<file path="config.mk">
export PLATFORM = sky130hd
export DESIGN_NAME = io_ports
export DESIGN_NICKNAME = d
export VERILOG_FILES = /design/src/rtl/io_ports.sv
export SDC_FILE = /design/constraint.sdc
export NUM_CORES = 1
export LEC_CHECK = 0
export ABC_CLOCK_PERIOD_IN_PS = 1700
export CAP_MARGIN = 30
export CORE_ASPECT_RATIO = 1.4
export CORE_MARGIN = 4
export CORE_UTILIZATION = 35
export DETAILED_ROUTE_END_ITERATION = 6
export DONT_BUFFER_PORTS = 1
export PLACE_DENSITY = 0.51
export SLEW_MARGIN = 40
export SYNTH_ARGS = -nofsm -noshare
export SYNTH_HDL_FRONTEND = slang
export SYNTH_SLANG_ARGS = --single-unit
</file>
<file path="constraint.sdc">
create_clock -name clk -period 1.7 [get_ports clk]
set_input_delay 0.255 -clock clk [delete_from_list [all_inputs] [get_ports clk]]
set_output_delay 0.255 -clock clk [all_outputs]
set_load 0.05 [all_outputs]
</file>
<file path="src/rtl/io_ports.sv">
// io_ports: parametrised multi-port parallel I/O block.
//
// Provides NPORTS bidirectional ports of WIDTH bits each. Every port has a
// data register, a data-direction register, and edge-triggered pin
// interrupts with selectable polarity, an enable mask and sticky flags.
// Pin inputs go through SYNC_STAGES synchroniser flops before any use.
//
// Ports:
//   clk, rst_n   system clock (rising edge), asynchronous active-low reset
//   enable       register select, one access per cycle while high
//   we_n         0 = write, 1 = read
//   A            {port index, register[2:0]}
//   DI / DO      write data / registered read data
//   OE           high for exactly the cycle DO carries valid read data
//   PO, DDR      port output latches and pad direction (1 = output)
//   PI           raw asynchronous pin inputs
//   IRQ_n        active-low interrupt, low while any (IFR & IEN) bit is set
//
// Bus handshake: a request is presented by holding enable high for one
// cycle; there is no stall. Writes take effect at that edge. Reads return
// DO together with OE = 1 in the following cycle; OE is the only qualifier
// of DO, and DO is forced to 0 whenever OE is 0. Reads of a port index
// beyond NPORTS return nothing (OE stays 0).
//
// Register map per port (A[2:0]):
//   0 DATA  write loads PO; read returns DDR ? PO : synchronised PI
//   1 DDR   2 IEN   3 IFR (write-1-to-clear)   4 EDGE (1 = rising)
//   5-7     reserved: writes ignored, reads return 0
module io_ports #(
  parameter int NPORTS      = 2,
  parameter int WIDTH       = 8,
  parameter int SYNC_STAGES = 2,
  parameter int AW          = $clog2(NPORTS) + 3
) (
  input  logic                    clk,
  input  logic                    rst_n,
  input  logic                    enable,
  input  logic                    we_n,
  input  logic [AW-1:0]           A,
  input  logic [WIDTH-1:0]        DI,
  output logic [WIDTH-1:0]        DO,
  output logic                    OE,
  output logic [NPORTS*WIDTH-1:0] PO,
  input  logic [NPORTS*WIDTH-1:0] PI,
  output logic [NPORTS*WIDTH-1:0] DDR,
  output logic                    IRQ_n
);

  localparam int NW = NPORTS * WIDTH;
  localparam int CW = $clog2(SYNC_STAGES + 2);
  localparam logic [CW-1:0] ARM_DONE = CW'(SYNC_STAGES + 1);

  localparam logic [2:0] REG_DATA = 3'd0;
  localparam logic [2:0] REG_DDR  = 3'd1;
  localparam logic [2:0] REG_IEN  = 3'd2;
  localparam logic [2:0] REG_IFR  = 3'd3;
  localparam logic [2:0] REG_EDGE = 3'd4;

  logic [NW-1:0] po_q, ddr_q, ien_q, ifr_q, edge_q;
  logic [NW-1:0] sync_q [SYNC_STAGES];
  logic [NW-1:0] hist_q;
  logic [NW-1:0] pin_s, rise, fall, evt, clr;
  logic [CW-1:0] arm_cnt;
  logic          armed;
  logic [31:0]   port_idx;
  logic [2:0]    reg_sel;
  logic          port_ok, wr, rd;
  logic [WIDTH-1:0] rd_data;

  // Port index is the address above the 3 register bits; with a single
  // port there are no such bits and the shift simply yields 0.
  assign port_idx = 32'(A >> 3);
  assign reg_sel  = A[2:0];
  assign port_ok  = port_idx < 32'(NPORTS);
  assign wr       = enable & ~we_n & port_ok;
  assign rd       = enable & we_n;

  // Pin synchroniser chain plus one history flop for edge detection.
  always_ff @(posedge clk or negedge rst_n) begin
    if (!rst_n) begin
      for (int i = 0; i < SYNC_STAGES; i++) sync_q[i] <= '0;
      hist_q <= '0;
    end else begin
      sync_q[0] <= PI;
      for (int i = 1; i < SYNC_STAGES; i++) sync_q[i] <= sync_q[i-1];
      hist_q <= sync_q[SYNC_STAGES-1];
    end
  end

  assign pin_s = sync_q[SYNC_STAGES-1];
  assign rise  = pin_s & ~hist_q;
  assign fall  = ~pin_s & hist_q;

  // Flags stay suppressed until the chain and history flop hold real pin
  // data; otherwise a pin held high through reset looks like a rising edge.
  always_ff @(posedge clk or negedge rst_n) begin
    if (!rst_n)      arm_cnt <= '0;
    else if (!armed) arm_cnt <= arm_cnt + CW'(1);
  end
  assign armed = (arm_cnt == ARM_DONE);

  // Registered DDR/EDGE are used here, so a same-cycle write to either
  // only affects detection from the next cycle on.
  assign evt = armed ? (~ddr_q & ((edge_q & rise) | (~edge_q & fall))) : '0;

  always_comb begin
    clr = '0;
    for (int p = 0; p < NPORTS; p++)
      if (wr && reg_sel == REG_IFR && port_idx == 32'(p))
        clr[p*WIDTH +: WIDTH] = DI;
  end

  always_ff @(posedge clk or negedge rst_n) begin
    if (!rst_n) begin
      po_q   <= '0;
      ddr_q  <= '0;
      ien_q  <= '0;
      ifr_q  <= '0;
      edge_q <= '0;
    end else begin
      // Set is OR'ed after the clear so a simultaneous event wins.
      ifr_q <= (ifr_q & ~clr) | evt;
      for (int p = 0; p < NPORTS; p++) begin
        if (wr && port_idx == 32'(p)) begin
          case (reg_sel)
            REG_DATA: po_q[p*WIDTH +: WIDTH]   <= DI;
            REG_DDR:  ddr_q[p*WIDTH +: WIDTH]  <= DI;
            REG_IEN:  ien_q[p*WIDTH +: WIDTH]  <= DI;
            REG_EDGE: edge_q[p*WIDTH +: WIDTH] <= DI;
            default:  ;
          endcase
        end
      end
    end
  end

  always_comb begin
    rd_data = '0;
    for (int p = 0; p < NPORTS; p++) begin
      if (port_idx == 32'(p)) begin
        case (reg_sel)
          REG_DATA: rd_data = (ddr_q[p*WIDTH +: WIDTH] & po_q[p*WIDTH +: WIDTH]) |
                              (~ddr_q[p*WIDTH +: WIDTH] & pin_s[p*WIDTH +: WIDTH]);
          REG_DDR:  rd_data = ddr_q[p*WIDTH +: WIDTH];
          REG_IEN:  rd_data = ien_q[p*WIDTH +: WIDTH];
          REG_IFR:  rd_data = ifr_q[p*WIDTH +: WIDTH];
          REG_EDGE: rd_data = edge_q[p*WIDTH +: WIDTH];
          default:  rd_data = '0;
        endcase
      end
    end
  end

  always_ff @(posedge clk or negedge rst_n) begin
    if (!rst_n) begin
      DO <= '0;
      OE <= 1'b0;
    end else begin
      DO <= (rd && port_ok) ? rd_data : '0;
      OE <= rd && port_ok;
    end
  end

  assign PO    = po_q;
  assign DDR   = ddr_q;
  assign IRQ_n = ~|(ifr_q & ien_q);

endmodule

</file>
==> results_dict.tcl, run 1 <==
set metrics [dict create \
    synth_fp_nets 519 \
    clock_skew_ps 9.647 \
    cts_buffers 17 \
    clk_latency_ps 420 \
    period_minus_slack_ps 1963 \
    synth-seq-cells 139 \
    worstSetupEndpointType "output port" \
    start_util 0.3592 \
    worst_hold_path_type "primary input to asynchronous set/reset pin" \
    tightest_slew_ps 492.9 \
    seq_power_share 0.431 \
    finalPower_uw 9301 \
    timing.final.hold_violations 139 \
    irDropWorstVdd_uv 574.1 \
    gp_congestion 0.7838 \
    drtPass1Iterations 5 \
    rsz0062_at_grt "true" \
    synth-adder-area-share 0.002136 \
    outcome "finished, violations left" \
    cts_tree "built" \
    clkPwrFrac 0.388 \
    grtUsageTotal 0.1744 \
    switchingPower_uw 2779 \
    synth.distinct_cells 43 \
    crit_type "flop to output port" \
    combPwrFrac 0.181 \
    port_buffers 0 \
    rr_endpoint "DO[5]" \
    final_antenna_net_count 0 \
    cap_violations 0 \
    cts_sinks 139 \
    slew_violations 0 \
    chipHeight_um 161.1 \
    drt_wl_total_um 15940 \
    required_ps 1440 \
    fp.coreArea_um2 16310 \
    critical_path.cell_chain "a22o_1 -> a221oi_2 -> nand3_1 -> nor2_2 -> buf_12" \
    diodes 0 \
    dp.cells 710 \
    path_clk_slew_ps 60 \
    ff2ff_setup_slack_ps 120 \
    ys.flop_type "dfrtp_1" \
    p_int_uw 6522 \
    min_period_over_period 1.155 \
    synthArstFlopShare 1.000 \
    p_leak_uw 0.003189 \
    finalSetupTns_ps -263.1 \
    area_growth_pct 23.88 \
    antenna_found_initial 0 \
    nNetsFinal 591 \
    rows 55 \
    synthSimpleGateAreaFrac 0.1042 \
    grt_max_degree 140 \
    dieWidth_um 117.3 \
    htree_levels 4 \
    hold_slack_ps -460.3 \
    avgViaCountPerCell 5.377 \
    critical_path.max_stage_delay_ps 390 \
    synthCells 486 \
    critPathCapture "IRQ_n" \
    reg2reg_depth 4 \
    setup_viol 1 \
    max_freq_ghz 0.5094 \
    crit_fanout 3 \
    powerDensity_nw_per_um2 1282 \
    pre_cts_ws_ps -307.9 \
    synth_compound_gate_area_share 0.1194 \
    synth-seq-area-share 0.5938 \
    grt_overflow 0 \
    vias 4140 \
    wl_per_cell_um 20.70 \
    drive_above_1_share 0.2977 \
    yosys_warnings 0 \
    swShare 0.2988 \
    drc 0 \
    dpl.hpwl_um 9998 \
    num-fill-cells 1497 \
    drt_iter0_drc 225 \
    critPathLaunch "ien_q[4]" \
    syn_area_um2 5858 \
    relSlewSlack 0.6708 \
    fin_ws_ps -263.1 \
    synth-xor-area-share 0.001495 \
    regArea_um2 3478 \
    failed_checks "hold timing, setup timing" \
    critPathArrivalTime_ps 1710 \
    dieArea_um2 18900 \
    clockBufferDepth 2 \
    grt_pass1_wl_um 25310 \
    synth-edff-count 0 \
    synth_mux_area_frac 0.1476 \
    timing.rr.start "DDR[5]" \
    cp-start-kind "flop" \
    instances_no_fill 770 \
    postLayoutCoreUtil 0.4450 \
    synth_top_family_by_area "multiplexers" \
    grt_pass1_vias 4435 \
    synth.avg_cell_area_um2 12.05 \
    multi_input_area_um2 2228 \
    cts_hold_buffers 26 \
    root_buffer "clkbuf_16" \
    pin_count 74 \
    critPathSlowestCell "dfrtp_1" \
]
[worst min-delay path by stage]
stage          start    endpoint  slack [ps]  depth (start not counted)
6_report       rst_n  arm_cnt[0]        -460                          0
3_3_place_gp   rst_n  sync_q[17]         -30                          0
4_1_cts        rst_n       PO[9]        -490                          0
5_1_grt        rst_n  arm_cnt[0]        -480                          0
2_1_floorplan  rst_n      DDR[0]         -40                          0
3_5_place_dp   rst_n  sync_q[17]         -30                          0
[cell type report]
| type | count | share of cell area |
|---|---|---|
| timing repair buffer | 77 | 0.09034 |
| sequential | 139 | 0.4793 |
| multi-input combinational | 304 | 0.3071 |
| tap | 199 | 0.03431 |
| inverter | 19 | 0.009828 |
| clock buffer | 18 | 0.05914 |
| clock inverter | 14 | 0.02000 |
[worst max-delay path: cells and delay by family (launching register included)]
family,cells,cell delay (ps)
and+or+nand+nor,2,310
DFF,1,390
buffers and inverters,1,160
AOI/OAI and AO/OA,2,440
[timing repair]
item                                   CTS  global route
gates resized for setup                  2             5
buffers inserted                         2             0
endpoints found under the hold margin  225           139
setup endpoints to repair                2             3
pin swaps                                2             3
[synthesized netlist by cell type (all sizes together), types with 3 or more instances]
| library cell | number | area, um2 |
|---|---|---|
| a221oi | 4 | 35.03 |
| mux2i | 11 | 110.1 |
| nand2b | 3 | 18.77 |
| nor2 | 38 | 147.6 |
| a22oi | 10 | 75.07 |
| o211a | 3 | 30.03 |
| a311oi | 4 | 35.03 |
| a31oi | 3 | 18.77 |
| nand2 | 51 | 201.4 |
| nand3 | 7 | 45.04 |
| a32o | 16 | 160.2 |
| a2111oi | 5 | 43.79 |
| a21oi | 13 | 65.06 |
| nand3b | 3 | 22.52 |
| inv | 19 | 71.32 |
| or3b | 6 | 52.55 |
| mux2 | 67 | 754.5 |
| clkbuf | 13 | 48.80 |
| and3 | 5 | 31.28 |
| buf | 11 | 63.81 |
| dfrtp | 139 | 3478 |
| o21ai | 34 | 170.2 |
| nor2b | 3 | 18.77 |
[state kept, by name (all words and copies together), names as in the netlist]
name / flops
DDR: 16
PO: 16
edge_q: 16
hist_q: 16
ien_q: 16
ifr_q: 16
pin_s: 16
sync_q: 16
DO: 8
arm_cnt: 2
OE: 1
[cells by family after synthesis]
family                     Yosys count
DFF                                139
and+or+nand+nor                    124
AOI/OAI and AO/OA                  100
muxes                               78
buffers and inverters               43
xor gates and xnor gates             1
adders and majority gates            1
[power groups by stage]
stage,clock (uW),sequential (uW),combinational [uW]
floorplan,0,4540,661
global placement,0,4040,1560
detailed placement,0,4060,1590
CTS,3690,4010,1690
global route,3850,4060,1800
finish,3610,4010,1680
[per-stage QoR]
step / area (um2) / hold WS [ps]
6_report: 7257 / -460.3
5_1_grt: 7257 / -483.6
4_1_cts: 7234 / -485.2
3_5_place_dp: 6377 / -33.06
3_3_place_gp: 6377 / -33.25
2_1_floorplan: 5861 / -40.59
[routing by layer]
| layer | GRT usage | share of wire |
|---|---|---|
| met1 | 0.2063 | 0.40 |
| met5 | 0 | 0 |
| met3 | 0.05324 | 0.065 |
| met4 | 0.07737 | 0.033 |
| met2 | 0.2939 | 0.50 |
[cell usage in the layout (no fill, tap or decap), types with 3 or more instances in the layout]
cell type      synthesis  layout
buf_4                  1      50
nand2_2                4       4
a21oi_1               13      12
mux2_1                 3       3
and3_1                 5       5
or3b_2                 6       6
clkinvlp_4             0       4
mux2i_1               11      11
nand3b_1               3       3
nor2_1                36      35
a22oi_1               10      10
nand3_1                5       5
mux2_2                64      64
inv_1                 19      19
a311oi_1               4       3
a2111oi_0              5       3
nand2b_1               3       3
a32o_1                16      16
dfrtp_1              139     139
nor2b_1                3       3
dlygate4sd3_1          0      26
o211a_1                3       3
a31oi_1                3       3
clkbuf_16              0      17
o21ai_0               34      34
nor2_2                 2       3
clkinv_2               0       4
nand2_1               47      47
(Power assumes the default switching activity.)
==> run 2, diff against run 1 <==
Settings changed: GPL_TIMING_DRIVEN set to 0.
==> run 2 against run 1 <==
Compared with the run above: the run still ends with hold timing, setup timing left; maximum frequency down 2.4%; first-iteration DRC count down 26%; largest cell class unchanged; worst hold slack worse by 6.6 ps; count of clock-buffer cells in the layout up 3; setup slack worse by 49 ps; clock power up 18%; via count down 2.9%; critical path type unchanged; clock skew up 1.4 ps.
==> results_dict.tcl, run 2 (synthesis gave the netlist of run 1 again) <==
set metrics [dict create \
    outcome "finished, violations left" \
    failed_checks "hold timing, setup timing" \
    postLayoutCoreUtil 0.4354 \
    relSlewSlack 0.4409 \
    min_period_over_period 1.183 \
    setup_viol 1 \
    fin_ws_ps -311.7 \
    diodes 0 \
    powerDensity_nw_per_um2 1382 \
    timing.final.hold_violations 139 \
    slew_violations 0 \
    gp_congestion 0.8331 \
    chipHeight_um 161.1 \
    tightest_slew_ps 834.1 \
    dpl.hpwl_um 10480 \
    root_buffer "clkbuf_16" \
    irDropWorstVdd_uv 586.2 \
    rsz0062_at_grt "true" \
    crit_type "flop to output port" \
    worstSetupEndpointType "output port" \
    drt_wl_total_um 15870 \
    drt_iter0_drc 166 \
    vias 4020 \
    grtUsageTotal 0.1738 \
    final_antenna_net_count 0 \
    instances_no_fill 735 \
    drc 0 \
    port_buffers 0 \
    cts_buffers 17 \
    grt_max_degree 140 \
    worst_hold_path_type "primary input to asynchronous set/reset pin" \
    grt_overflow 0 \
    grt_pass1_vias 4410 \
    htree_levels 4 \
    hold_slack_ps -466.9 \
    required_ps 1440 \
    critPathArrivalTime_ps 1760 \
    clockBufferDepth 2 \
    nNetsFinal 556 \
    cts_hold_buffers 16 \
    final_common_cell "dfrtp_1" \
    antenna_found_initial 0 \
    cts_sinks 139 \
    period_minus_slack_ps 2012 \
    start_util 0.3592 \
    drtPass1Iterations 4 \
    clock_skew_ps 11.08 \
    drive_above_1_share 0.2817 \
    wl_per_cell_um 21.59 \
    fp.coreArea_um2 16310 \
    cap_violations 0 \
    clk_latency_ps 430 \
    crit_fanout 3 \
    dieArea_um2 18900 \
    path_clk_slew_ps 60 \
    final_cell_mix "dfrtp_1, mux2_2, nand2_1" \
    dp.cells 685 \
    cts_tree "built" \
    max_freq_ghz 0.4971 \
    rows 55 \
    grt_pass1_wl_um 25010 \
    area_growth_pct 21.23 \
    avgViaCountPerCell 5.469 \
    dieWidth_um 117.3 \
    pin_count 74 \
    p_leak_uw 0.003023 \
    cp-start-kind "flop" \
]
[run 2: path summary, 6_finish.rpt]
path                                 start         end  slack, ps  depth (start not counted)
worst max-delay path              ien_q[4]       IRQ_n       -310                          4
worst min-delay path                 rst_n  sync_q[25]       -470                          0
worst max register to register       PO[5]       DO[5]         50                          4
worst min register to register  sync_q[16]    pin_s[0]        350                          0
max in group asynchronous            rst_n      DDR[3]       1890                          0
min in group clk                    enable          OE         80                          1
[run 2: power breakdown]
part           switching (uW)  internal (uW)  total, uW
Combinational             429            488        917
Sequential                938           3690       4630
Clock                    1400           2860       4270
[run 2: area by class of cell]
class                   instances  area [um2]
well taps                     199       249.0
inverters                      19       71.32
clock inverters                11       214.0
repair buffers                 19       182.7
fillers                      1521        9208
flip-flops and latches        139        3492
plain buffers                  23       110.1
multi-input cells             304        2312
clock buffers                  21       470.5
[run 2: what timing repair did]
item,CTS,global route
resized for setup,18,15
pin swaps,4,9
setup endpoints to repair,17,6
setup buffers,3,0
hold endpoints to repair,155,139
[run 2: critical path, cell delays in order (launching register included)]
cell,delay [ps]
dfrtp_1,400
a22o_1,260
a221oi_2,200
nand3_2,130
nor2_4,340
[run 2: stage by stage]
| stage | area [um2] | power [uW] | hold slack (ps) | setup TNS, ps | worst slack (ps) |
|---|---|---|---|---|---|
| 2_1_floorplan | 5861 | 5202 | -40.59 | 0 | 105.2 |
| 3_3_place_gp | 6110 | 5445 | -35.01 | -11260 | -553.8 |
| 3_5_place_dp | 6111 | 5495 | -35.23 | -11180 | -423.6 |
| 4_1_cts | 7041 | 9881 | -494.0 | -346.8 | -346.8 |
| 5_1_grt | 7102 | 10220 | -494.6 | -381.3 | -381.3 |
| 6_report | 7102 | 9812 | -466.9 | -311.7 | -311.7 |
[run 2: routing by layer]
metal | wire length (um) | global-route usage | vias to the layer above
li1 | - | - | 1826
met1 | 6451 | 0.2003 | 2053
met2 | 7893 | 0.2847 | 107
met3 | 881 | 0.04974 | 34
met4 | 639 | 0.1110 | 0
met5 | 0 | 0 | -
